### src/rtl/nonce_tx_scheduler.sv
// Round-robin scheduler that serialises per-slave 32-bit nonces onto one byte transmitter.
// Define HUB_SLAVE_ID_EN to prefix each frame with a {5'b0, slave index} byte.
module nonce_tx_scheduler #(
   parameter int NUM_SLAVES = 2
) (
   input  logic                     clk,
   input  logic                     rst_n,
   input  logic [32*NUM_SLAVES-1:0] nonce_in,
   input  logic [NUM_SLAVES-1:0]    new_nonce,
   input  logic                     TxD_busy,
   output logic                     TxD_start,
   output logic [7:0]               TxD_data,
   input  logic                     overflow_clr,
   output logic [NUM_SLAVES-1:0]    overflow,
   output logic                     busy
);

   localparam int IW = (NUM_SLAVES > 1) ? $clog2(NUM_SLAVES) : 1;
`ifdef HUB_SLAVE_ID_EN
   localparam logic [2:0] FIRST_REM = 3'd4;
`else
   localparam logic [2:0] FIRST_REM = 3'd3;
`endif

   typedef enum logic [2:0] {
      IDLE,
      LOAD,
      START,
      WAIT_BUSY,
      WAIT_IDLE
   } state_t;

   state_t                  state_q, state_d;
   logic [NUM_SLAVES-1:0]   pend_q, pend_d;
   logic [NUM_SLAVES-1:0]   ovf_q, ovf_d;
   logic [31:0]             nbuf_q [NUM_SLAVES];
   logic [31:0]             nbuf_d [NUM_SLAVES];
   logic [IW-1:0]           last_q, last_d;
   logic [31:0]             shift_q, shift_d;
   logic [7:0]              data_q, data_d;
   logic [2:0]              rem_q, rem_d;
   logic [1:0]              tmo_q, tmo_d;

   logic                    gnt_vld;
   logic [IW-1:0]           gnt_idx;
   logic [IW-1:0]           cand;
   logic                    take;
   logic [NUM_SLAVES-1:0]   gnt_oh;

   // Scan downward so the nearest pending slave after last_q wins.
   always_comb begin
      gnt_vld = 1'b0;
      gnt_idx = last_q;
      cand    = '0;
      for (int k = NUM_SLAVES; k >= 1; k--) begin
         cand = IW'((int'(last_q) + k) % NUM_SLAVES);
         if (pend_q[cand]) begin
            gnt_vld = 1'b1;
            gnt_idx = cand;
         end
      end
   end

   assign take = (state_q == IDLE) && gnt_vld;

   always_comb begin
      for (int i = 0; i < NUM_SLAVES; i++) begin
         gnt_oh[i] = take && (gnt_idx == IW'(i));
      end
   end

   always_comb begin
      state_d   = state_q;
      pend_d    = pend_q;
      ovf_d     = ovf_q;
      nbuf_d    = nbuf_q;
      last_d    = last_q;
      shift_d   = shift_q;
      data_d    = data_q;
      rem_d     = rem_q;
      tmo_d     = tmo_q;
      TxD_start = 1'b0;

      for (int i = 0; i < NUM_SLAVES; i++) begin
         if (overflow_clr) begin
            ovf_d[i] = 1'b0;
         end
         if (new_nonce[i]) begin
            nbuf_d[i] = nonce_in[32*i +: 32];
            pend_d[i] = 1'b1;
            if (pend_q[i] && !gnt_oh[i]) begin
               ovf_d[i] = 1'b1;
            end
         end else if (gnt_oh[i]) begin
            pend_d[i] = 1'b0;
         end
      end

      unique case (state_q)
         IDLE: begin
            if (gnt_vld) begin
               last_d  = gnt_idx;
               rem_d   = FIRST_REM;
`ifdef HUB_SLAVE_ID_EN
               data_d  = {5'b0, 3'(gnt_idx)};
               shift_d = nbuf_q[gnt_idx];
`else
               data_d  = nbuf_q[gnt_idx][31:24];
               shift_d = {nbuf_q[gnt_idx][23:0], 8'h00};
`endif
               state_d = LOAD;
            end
         end
         LOAD: begin
            state_d = START;
         end
         START: begin
            if (!TxD_busy) begin
               TxD_start = 1'b1;
               tmo_d     = 2'd0;
               state_d   = WAIT_BUSY;
            end
         end
         WAIT_BUSY: begin
            // A transmitter that never reports busy is assumed to have taken the byte.
            if (TxD_busy || tmo_q == 2'd3) begin
               state_d = WAIT_IDLE;
            end else begin
               tmo_d = tmo_q + 2'd1;
            end
         end
         WAIT_IDLE: begin
            if (!TxD_busy) begin
               if (rem_q != 3'd0) begin
                  data_d  = shift_q[31:24];
                  shift_d = {shift_q[23:0], 8'h00};
                  rem_d   = rem_q - 3'd1;
                  state_d = LOAD;
               end else begin
                  state_d = IDLE;
               end
            end
         end
         default: begin
            state_d = IDLE;
         end
      endcase
   end

   always_ff @(posedge clk or negedge rst_n) begin
      if (!rst_n) begin
         state_q <= IDLE;
         pend_q  <= '0;
         ovf_q   <= '0;
         last_q  <= IW'(NUM_SLAVES - 1);
         shift_q <= '0;
         data_q  <= '0;
         rem_q   <= '0;
         tmo_q   <= '0;
         for (int i = 0; i < NUM_SLAVES; i++) begin
            nbuf_q[i] <= '0;
         end
      end else begin
         state_q <= state_d;
         pend_q  <= pend_d;
         ovf_q   <= ovf_d;
         last_q  <= last_d;
         shift_q <= shift_d;
         data_q  <= data_d;
         rem_q   <= rem_d;
         tmo_q   <= tmo_d;
         for (int i = 0; i < NUM_SLAVES; i++) begin
            nbuf_q[i] <= nbuf_d[i];
         end
      end
   end

   assign TxD_data = data_q;
   assign overflow = ovf_q;
   assign busy     = (state_q != IDLE) || (|pend_q);

endmodule
### config.mk
export PLATFORM = sky130hd
export DESIGN_NAME = nonce_tx_scheduler
export DESIGN_NICKNAME = d
export VERILOG_FILES = /design/src/rtl/nonce_tx_scheduler.sv
export SDC_FILE = /design/constraint.sdc
export NUM_CORES = 1
export LEC_CHECK = 0
export BUFFER_PORTS_ARGS = -buffer_cell sky130_fd_sc_hd__buf_4
export CAP_MARGIN = 15
export CORE_MARGIN = 4
export CORE_UTILIZATION = 35
export CTS_CLUSTER_SIZE = 40
export DETAILED_ROUTE_END_ITERATION = 12
export PLACE_DENSITY = 0.52
export SLEW_MARGIN = 15
export SYNTH_ARGS = -nofsm -noshare
export SYNTH_HDL_FRONTEND = slang
export SYNTH_SLANG_ARGS = --single-unit
export TNS_END_PERCENT = 30
### constraint.sdc
create_clock -name clk -period 2.6 [get_ports clk]
set_input_delay 0.52 -clock clk [delete_from_list [all_inputs] [get_ports clk]]
set_output_delay 0.52 -clock clk [all_outputs]
set_load 0.1 [all_outputs]
==> impl_results.md, run 1 <==
* Yosys warns at 0
* Detailed Place HPWL at 7.33 mm
* Drt drc at 0
* Synth Area in Adders at 0.766%
* Hold WC Path Type: in2async
* Layout Skew at 0.00676 ns
* Synth Flop Type: dfrtp_1
* Peak VDD IR at 0.526 mV
* Synthesized area per cell at 11.5 µm²
* Die H at 126 µm
* Grt ovf at 0
* Post-CTS sizing at 0
* Critical Path AT at 1.64 ns
* # diodes at 0
* Crit Path Max Fanout at 7
* Clk Tree Root Cell: clkbuf_16
* Clk buf depth at 2
* Final Cycle Share at 83.0%
* Vias/cell at 5.01
* Layout cells sized above 1 at 34.7%
* Worst Setup SP: state_q[2]
* CP delay by family, top: simple AND/OR/NAND/NOR gates
* Post-synthesis net count at 501
* Die span in x at 126 µm
* Status: complete, no violations
* Crit Path Class: reg2out
* Slowest CP cell: or3b_1
* Largest family of logic cells by synthesized area: multiplexers
* Final hold violation count at 0
* Setup WS post-layout at 0.442 ns
* Synthesized area at 4900 µm²
* Final WL at 10.8 mm
* Synth async-reset ratio at 100%
* Post-synth EDFFs at 0
* Critical-path cell list: or3b_1, nor2_2, buf_4
* Avg WL per Cell at 16.0 µm
* # rows at 42
* Synth area leader: dfrtp_1
* Total CTS buffers at 9
* Clk slew on worst S/H paths at 0.07 ns
* IO Count at 82
* R2r endpoint: shift_q[8]
* Post-synthesis xor/xnor area fraction at 0%
* Die area at 16,000 µm²
* DRT Pass-1 Iters at 4
* Seq/Total Area, Yosys at 55.7%
* Total clock sinks at 109
* Post-DP Area at 5660 µm²
* P&R area growth vs syn at 20.8%
* Top-area cell type share of the netlist area at 55.1%
* Max-slew headroom at 41.9%
* Design Power at 6.42 mW
* R2R cell count at 4
* Post-synthesis mux area share at 16.8%
* Setup Total Neg Slack at 0 ns
* #FFs+latches synth at 109
* DP Worst Slack at 0.522 ns
* Startpoint class of the critical path: register
* CTS Hold Buffers Added at 0
* Req. time, crit path at 2.08 ns
* Max-cap violations at 0
* Synth Area in Compound Gates at 11.4%
* RSZ-0062 raised after global routing: false
* Postcts setup bufs at 0
* Largest stage delay, worst path at 0.46 ns
* Core Footprint at 13,500 µm²
* Power per cell area at 1080 nW/µm²
* Post-Synth Simple-Gate Area at 9.55%
* Critical path buffer and inverter count at 1
* Port Buffers at 81
* Slew Limit Fails at 0
* Largest net degree at the start of global routing at 110
* Vias in the first global route at 3,623
* Final RePlAce weighted congestion at 0.714
* Worst r2r src: pend_q[1]
* P_leak at 2.71 nW
* Final core occ at 44.0%
* Starting Density at 36.4%
* Synth Instances at 428
* DRT iter0 DRCs at 141
* First-pass GRT wire length at 18.6 mm
* Critical Path End Type: output pin
* Net count, final at 569
* Final Cell Area at 5920 µm²
* Initial antenna violation count at 0
* Via count at 3,379
* Worst-Margin Slew at 0.868 ns
* Setup violations, final at 0
* Top post-synthesis cells by area: dfrtp_1 55%, mux2_2 15%, a32o_1 4.9%, nand2_1 3.1%, or3_1 3.1%
* Maximum clock frequency at 463 MHz
* Minimum clock period at 2.16 ns
* TritonCTS clock tree: yes
* Gr usage total at 14.5%
* CTS H-tree lvls at 3
* Synth cell count leaders: 108 x dfrtp_1, 64 x mux2_2, 40 x nand2_1, 33 x inv_1, 32 x nor2_1
* Flop-to-flop setup slack at 0.56 ns
* Worst-Skew Late Latency at 0.35 ns
* Most frequent cell after synthesis: dfrtp_1
* Post-DRT Antenna Nets at 0
* Synth unique cells at 33
* FILL cells at 1,340
-- registers in the layout (all words and copies together), names as in the netlist --
signal and flops:
last_q 1, pend_q 2, rem_q 3, state_q 3, nbuf_q 64, shift_q 24, tmo_q 2, overflow 2
TxD_data 8
-- kinds of logic after synthesis --
family,count (synthesis)
AOI/OAI and AO/OA,75
muxes,74
buffers and inverters,64
DFF,109
adders and majority gates,3
and+or+nand+nor,103
-- how the worst max path moves through the flow --
| stage | end | slack, ns | cells past startpoint |
|---|---|---|---|
| 2_1_floorplan | TxD_start | 0.35 | 2 |
| 3_3_place_gp | shift_q[8] | 0.56 | 4 |
| 3_5_place_dp | shift_q[8] | 0.52 | 4 |
| 4_1_cts | TxD_start | 0.42 | 3 |
| 5_1_grt | shift_q[8] | 0.36 | 4 |
| 6_report | TxD_start | 0.44 | 3 |
-- layout by cell type (no fill, tap or decap) --
master	instances
dfrtp_1	107
buf_4	86
mux2_2	64
nand2_1	40
inv_1	33
nor2_1	31
a21oi_1	28
or3_1	24
a32o_1	24
mux2i_1	9
clkbuf_16	9
o31ai_1	8
o21ai_0	4
nor3_1	3
a22o_1	3
ha_1	3
o21ai_4	2
clkinv_2	2
buf_12	2
or3b_1	1
nor2_2	1
nand3_1	1
o22ai_1	1
o21ba_1	1
nor3b_2	1
a21o_1	1
a31oi_1	1
nand2b_1	1
a31o_2	1
o32a_1	1
mux2_1	1
clkbuf_8	1
clkinv_4	1
clkinvlp_4	1
dfstp_2	1
dfrtp_2	1
-- routing by layer --
layer,global-route usage (%),part of all wire [%],vias to the layer above
met5,0,0,-
met4,3.28,1.0,0
met2,23.7,49,58
met3,4.46,3.9,7
met1,19.0,46,1692
li1,-,-,1622
-- stage by stage --
| stage | hold WS (ns) | std cells |
|---|---|---|
| 6_report | 0.234 | 675 |
| 5_1_grt | 0.283 | 675 |
| 4_1_cts | 0.275 | 675 |
| 3_5_place_dp | 0.471 | 661 |
| 3_3_place_gp | 0.467 | 661 |
| 2_1_floorplan | 0.224 | 428 |
-- power by group --
part	switching (mW)	leakage, nW	internal, mW
registers	0.290	1.29	2.14
logic	1.72	1.29	1.01
clock network	0.602	0.130	0.664
-- final cells by class --
type	count	area, µm²	share of cell area (%)
Sequential cell	109	2730	46.1
Multi-Input combinational cell	255	1900	32.0
Timing Repair Buffer	88	686	11.6
Clock buffer	10	239	4.03
Tap cell	176	220	3.72
Inverter	33	124	2.09
Clock inverter	4	26.3	0.444
Power figures use the tool's default switching activity.
==> run 2: changes to the inputs <==
Clock period 2.6 ns to 2.15 ns, I/O delays scaled along.
==> run 2 against run 1 <==
  * Worst setup slack got worse by 0.38 ns
  * Sequential share of layout area is 0.54 points lower
  * Utilization is 0.52 points higher
==> impl_results.md, run 2 (synthesis results as in run 1) <==
* Postcts setup bufs at 0 (unchanged)
* Crit Path Class: reg2out
* RSZ-0062 raised after global routing: false
* Total CTS buffers at 9 (unchanged)
* Sw Pwr at 3.18 mW (+22%)
* Peak VDD IR at 0.453 mV (-14%)
* Layout cells sized above 1 at 35.0% (+0.32 points)
* Setup Total Neg Slack at 0 ns (unchanged)
* Final Cycle Share at 97.0%
* First-pass GRT wire length at 18.2 mm (-2.4%)
* Critical Path AT at 1.66 ns (+0.02 ns)
* Most flops, register: nbuf_q
* Drt drc at 0 (unchanged)
* Minimum clock period at 2.09 ns
* Max-cap violations at 0 (unchanged)
* Hold WC Path Type: in2async
* Switch share at 40.0% (-0.64 points)
* Req. time, crit path at 1.72 ns (-0.36 ns)
* Max-slew headroom at 52.2% (+10 points)
* Port Buffers at 81 (unchanged)
* Design Power at 7.96 mW (+24%)
* Setup violations, final at 0 (unchanged)
* DRT Pass-1 Iters at 4 (unchanged)
* FF/Latch Area at 2730 µm² (unchanged)
* IO Count at 82 (unchanged)
* Largest net degree at the start of global routing at 89 (-19%)
* Int Pwr at 4.77 mW (+25%)
* Net count, final at 571 (+0.35%)
* Die H at 126 µm (unchanged)
* Crit Path Max Fanout at 5 (-2)
* Core Footprint at 13,500 µm² (unchanged)
* Most frequent cells in the layout: 107 x dfrtp_1, 87 x buf_4, 64 x mux2_2, 40 x nand2_1, 33 x inv_1
* CTS H-tree lvls at 3 (unchanged)
* Layout Skew at 0.00699 ns (+0.000225 ns)
* Grt ovf at 0 (unchanged)
* Power per cell area at 1330 nW/µm² (+22%)
* Post-Layout Cell Count at 679 (+0.59%)
* Final hold violation count at 0 (unchanged)
* # diodes at 0 (unchanged)
* FILL cells at 1,313 (-2.0%)
* Gr usage total at 14.2% (-0.24 points)
* Avg WL per Cell at 15.9 µm (-0.87%)
* Fin Hold WS at 0.0210 ns (-0.213 ns)
* Most common cell after layout, fill and taps aside: dfrtp_1
* Startpoint class of the critical path: register
* Post-CTS sizing at 0 (unchanged)
* Clk Tree Root Cell: clkbuf_16
* CTS Hold Buffers Added at 0 (unchanged)
* P_leak at 2.74 nW (+1.1%)
* Clock share of power at 21.0% (+1.3 points)
* # rows at 42 (unchanged)
* DRT iter0 DRCs at 256 (+82%)
* R2R cell count at 4 (unchanged)
* Detailed Place HPWL at 7.46 mm (+1.7%)
* Via count at 3,364 (-0.44%)
* Clk buf depth at 2 (unchanged)
* Max reg flops at 64 (unchanged)
* Clk slew on worst S/H paths at 0.06 ns (about the same)
* Initial antenna violation count at 0 (unchanged)
* Area of the multi-input gates at 1900 µm² (+0.26%)
* P&R area growth vs syn at 22.3%
* TritonCTS clock tree: yes
* Logic pwr share at 42.0% (-0.5 points)
* Reg power frac at 37.0% (-0.8 points)
* Worst-Skew Late Latency at 0.35 ns (about the same)
* Vias/cell at 4.95 (-1.0%)
* Final RePlAce weighted congestion at 0.765 (+7.1%)
* Total clock sinks at 109 (unchanged)
* Critical Path End Type: output pin
* Starting Density at 36.4% (unchanged)
* Placed Cells at 663 (+0.30%)
* Worst-Margin Slew at 0.714 ns (-0.155 ns)
* Status: complete, no violations
* Slew Limit Fails at 0 (unchanged)
* Vias in the first global route at 3,636 (+0.36%)
* Die area at 16,000 µm² (unchanged)
* Die span in x at 126 µm (unchanged)
* Final WL at 10.8 mm (-0.29%)
* Maximum clock frequency at 479 MHz
* Post-DRT Antenna Nets at 0 (unchanged)
## run 2: cell count changes in the layout (fill, tap and decap cells not counted), sizes merged
cell and change:
buf +2, clkbuf +1, bufinv +1
## run 2: stage by stage
step | area (µm²) | worst slack (ns) | utilization (%)
detailed placement | 5690 | 0.280 | 42.3
floorplan | 4910 | 0.125 | -
finish | 5990 | 0.0635 | 44.5
CTS | 5990 | 0.0492 | 44.5
global route | 5990 | 0.0147 | 44.5
global placement | 5690 | 0.329 | 42.3
## run 2: path summary, 6_finish.rpt
path | end | from | slack [ns]
max | TxD_start | state_q[2] | 0.06
min | nbuf_q[51] | rst_n | 0.02
max reg2reg | shift_q[26] | pend_q[1] | 0.29
min reg2reg | rem_q[2] | rem_q[2] | 0.48
max in group asynchronous | state_q[2] | rst_n | 1.48
min in group clk | overflow[1] | overflow_clr | 0.27
## run 2: cell type report
class | instances | area share (%)
Clock buffer | 11 | 4.05
Clock inverter | 5 | 1.00
Inverter | 33 | 2.07
Multi-Input combinational cell | 255 | 31.8
Sequential cell | 109 | 45.6
Tap cell | 176 | 3.67
Timing Repair Buffer | 90 | 11.9
## run 2: power by group through the flow
stage	logic, mW	registers (mW)	clock network (mW)
global route	3.70	3.01	1.81
finish	3.34	2.94	1.67
global placement	3.30	2.98	0
CTS	3.40	2.95	1.73
floorplan	2.01	3.51	0
detailed placement	3.39	2.99	0
## run 2: worst max-delay path: stages (launching register included)
cell	delay (ns)
dfrtp_2	0.45
or3b_1	0.48
nor2_4	0.10
buf_4	0.29
## run 2: metal layers
| layer | up-vias | track usage [%] | wire length (µm) | part of all wire, % |
|---|---|---|---|---|
| met1 | 1661 | 17.9 | 4800 | 44 |
| met4 | 0 | 4.23 | 126 | 1.2 |
| li1 | 1633 | - | - | - |
| met5 | - | 0 | 0 | 0 |
| met2 | 59 | 24.1 | 5370 | 50 |
| met3 | 11 | 3.87 | 494 | 4.6 |
==> run 3: changes to the inputs <==
Settings changed: ABC_AREA from default to 1.
==> run 3 against run 2 <==
  * Worst hold slack gained 0.020 ns
  * Sequential share of layout area down 0.98 points
  * Highest routed layer unchanged
  * Non-clock buffer count stayed put
  * Critical endpoint unchanged
  * Clock power up 3%
  * Register-to-register slack gained 0.09 ns
  * Global-route usage up 1.2 points
  * Via count grew 25%
  * Combinational power is 6.6% lower
==> impl_results.md, run 3 <==
* Synth Flop Type: dfrtp_1
* R2r endpoint: shift_q[20]
* Final Cycle Share at 91.3% (-5.7 points)
* Crit Path Max Fanout at 8 (+3)
* Detailed Place HPWL at 8.35 mm (+12%)
* Setup violations, final at 0 (unchanged)
* Grt ovf at 0 (unchanged)
* IO Count at 82 (unchanged)
* Post-synth EDFFs at 0 (unchanged)
* DRT Pass-1 Iters at 4 (unchanged)
* Synth Area in Adders at 0.745% (-0.021 points)
* TritonCTS clock tree: yes
* Net count, final at 779 (+36%)
* #FFs+latches synth at 109 (unchanged)
* Design Power at 7.68 mW (-3.4%)
* Via count at 4,191 (+25%)
* FILL cells at 1,492 (+14%)
* Drt drc at 0 (unchanged)
* Worst-Skew Late Latency at 0.35 ns (about the same)
* Largest family of logic cells by synthesized area: simple AND/OR/NAND/NOR gates
* Seq/Total Area, Yosys at 54.1% (-1.5 points)
* Initial antenna violation count at 0 (unchanged)
* Minimum clock period at 1.96 ns (-0.123 ns)
* Post-Synth Simple-Gate Area at 27.2% (+18 points)
* Post-synthesis mux area share at 0.199% (-17 points)
* Largest stage delay, worst path at 0.47 ns (about the same)
* Synth Instances at 639 (+49%)
* # rows at 43 (+2.4%)
* Avg WL per Cell at 13.5 µm (-15%)
* Critical-path cell list: nor2_1, nand2_1, nor2_2, buf_4
* Top-area cell type share of the netlist area at 53.6% (-1.5 points)
* Area of the multi-input gates at 1850 µm² (-2.8%)
* R2R cell count at 9 (+5)
* Top post-synthesis cells by area: dfrtp_1 54%, nand2_1 17%, nand3_1 8.1%, o21ai_0 7.4%, inv_1 6.0%
* Synth Area in Compound Gates at 8.54% (-2.9 points)
* # diodes at 0 (unchanged)
* Final hold violation count at 0 (unchanged)
* Worst r2r src: rem_q[0]
* Status: complete, no violations
* RSZ-0062 raised after global routing: false
* Yosys warns at 0 (unchanged)
* Power per cell area at 1260 nW/µm² (-5.5%)
* Synth async-reset ratio at 100% (unchanged)
* Slowest CP cell: dfrtp_1
* Vias in the first global route at 4,281 (+18%)
* CP delay by family, top: flip-flops
* Switch share at 41.6% (+1.7 points)
* Most flops, register: nbuf_q
* Setup Total Neg Slack at 0 ns (unchanged)
* Clock share of power at 22.4% (+1.4 points)
* Vias/cell at 4.70 (-5.1%)
* Clk slew on worst S/H paths at 0.07 ns (about the same)
* Max reg flops at 64 (unchanged)
* Hold WC Path Type: in2async
* Startpoint class of the critical path: register
* Largest net degree at the start of global routing at 66 (-26%)
* Int Pwr at 4.48 mW (-6.1%)
* Total CTS buffers at 9 (unchanged)
* Max-cap violations at 0 (unchanged)
* Port Buffers at 81 (unchanged)
* FF/Latch Area at 2730 µm² (about the same)
* Slew Limit Fails at 0 (unchanged)
* Synth area leader: dfrtp_1
* Critical Path AT at 1.53 ns (-0.13 ns)
* Maximum clock frequency at 509 MHz (+6.3%)
* Most common cell after layout, fill and taps aside: nand2_1
* Worst-Margin Slew at 0.596 ns (-0.117 ns)
* Starting Density at 36.0% (-0.40 points)
* Critical Path End Type: output pin
* Crit Path Class: reg2out
* Clk buf depth at 2 (unchanged)
* Final RePlAce weighted congestion at 0.772 (+0.94%)
* Core Footprint at 14,000 µm² (+4.0%)
* Max-slew headroom at 60.2% (+8.0 points)
* Reg power frac at 37.0% (about the same)
* Most frequent cells in the layout: 230 x nand2_1, 108 x dfrtp_1, 88 x buf_4, 82 x nand3_1, 80 x inv_1
* Synthesized area at 5040 µm² (+2.8%)
* Post-synthesis xor/xnor area fraction at 0% (unchanged)
* Synthesized area per cell at 7.89 µm² (-31%)
* Logic pwr share at 40.6% (-1.4 points)
* CTS Hold Buffers Added at 0 (unchanged)
* Post-synthesis net count at 712 (+42%)
* Flop-to-flop setup slack at 0.38 ns (+0.09 ns)
* Post-DRT Antenna Nets at 0 (unchanged)
* First-pass GRT wire length at 20.4 mm (+12%)
* Die span in x at 128 µm (+1.3%)
* Gr usage total at 15.4% (+1.2 points)
* Req. time, crit path at 1.72 ns (about the same)
* Synth unique cells at 22 (-33%)
* DRT iter0 DRCs at 267 (+4.3%)
* Total clock sinks at 109 (unchanged)
* Final WL at 12.0 mm (+11%)
* Peak VDD IR at 0.409 mV (-9.6%)
* Synth cell count leaders: 230 x nand2_1, 108 x dfrtp_1, 82 x nand3_1, 80 x inv_1, 75 x o21ai_0
* Critical path buffer and inverter count at 1 (unchanged)
* Most frequent cell after synthesis: nand2_1
* Layout Skew at 0.00715 ns (+0.000159 ns)
* P&R area growth vs syn at 21.4%
* Layout cells sized above 1 at 15.9% (-19 points)
* Sw Pwr at 3.20 mW (+0.56%)
* Clk Tree Root Cell: clkbuf_16
* P_leak at 3.27 nW (+19%)
* Die H at 128 µm (+1.3%)
* Postcts setup bufs at 0 (unchanged)
* Die area at 16,400 µm² (+2.6%)
* Post-CTS sizing at 0 (unchanged)
* CTS H-tree lvls at 3 (unchanged)
run 3: cell types whose count changed in the layout (fill, tap and decap cells not counted), moves of 26 or more:
cell / change
nand2_1: +190
nand3_1: +81
o21ai_0: +71
mux2_2: -64
inv_1: +47
a21oi_1: -26
run 3: kinds of logic (layout without fill, tap and decap cells):
kind of cell	after synthesis	count (layout)
AND/OR/NAND/NOR	326	326
buffers and inverters	115	187
flip-flops	109	109
AO/OA/AOI/OAI	85	85
adder cells (fa/ha/maj)	3	3
multiplexers	1	1
run 3: worst max path at each step:
stage,from,endpoint,slack [ns],cells past startpoint
after floorplan,state_q[2],TxD_start,0.21,4
after global placement,rem_q[0],shift_q[21],0.44,9
after detailed placement,rem_q[0],shift_q[29],0.39,9
after CTS,state_q[2],TxD_start,0.18,4
after global routing,state_q[2],TxD_start,0.04,4
final,state_q[2],TxD_start,0.19,4
run 3: routing by layer:
metal  up-vias  GRT usage (%)  wire, µm
li1       2130              -         -
met1      1993           20.7      5660
met2        62           25.0      5840
met3         6           4.13       441
met4         0           3.75        79
met5         -              0         0
run 3: worst register-to-register path, cell delays in order, from the launching register on:
cell      delay [ns]
dfrtp_1         0.36
inv_1           0.05
ha_1            0.19
ha_1            0.19
nand2_1         0.06
nand2_1         0.05
nand3b_4        0.25
inv_2           0.37
nand2_1         0.12
nand2_1         0.07
run 3: metrics by stage:
stage	setup slack, ns	cell area [µm²]	hold slack, ns	utilization (%)	cells
floorplan	0.208	5040	0.134	-	639
global placement	0.441	5810	0.419	41.5	875
detailed placement	0.394	5810	0.424	41.5	875
CTS	0.178	6120	0.0505	43.8	891
global route	0.0393	6120	0.0708	43.8	891
finish	0.186	6120	0.0414	43.8	891
run 3: power groups by stage:
stage / Combinational [mW] / Clock [mW] / Sequential (mW)
after floorplan: 1.81 / 0 / 3.38
after global placement: 3.13 / 0 / 2.88
after detailed placement: 3.16 / 0 / 2.87
after CTS: 3.18 / 1.78 / 2.84
after global routing: 3.54 / 1.86 / 2.88
final: 3.12 / 1.72 / 2.84
run 3: final cells by class:
cell class                      count  share of cell area (%)
Sequential cell                   109                    44.6
Multi-Input combinational cell    415                    30.2
Timing Repair Buffer               90                    11.4
Inverter                           81                    4.97
Clock buffer                       13                    4.41
Tap cell                          180                    3.68
Clock inverter                      3                   0.695
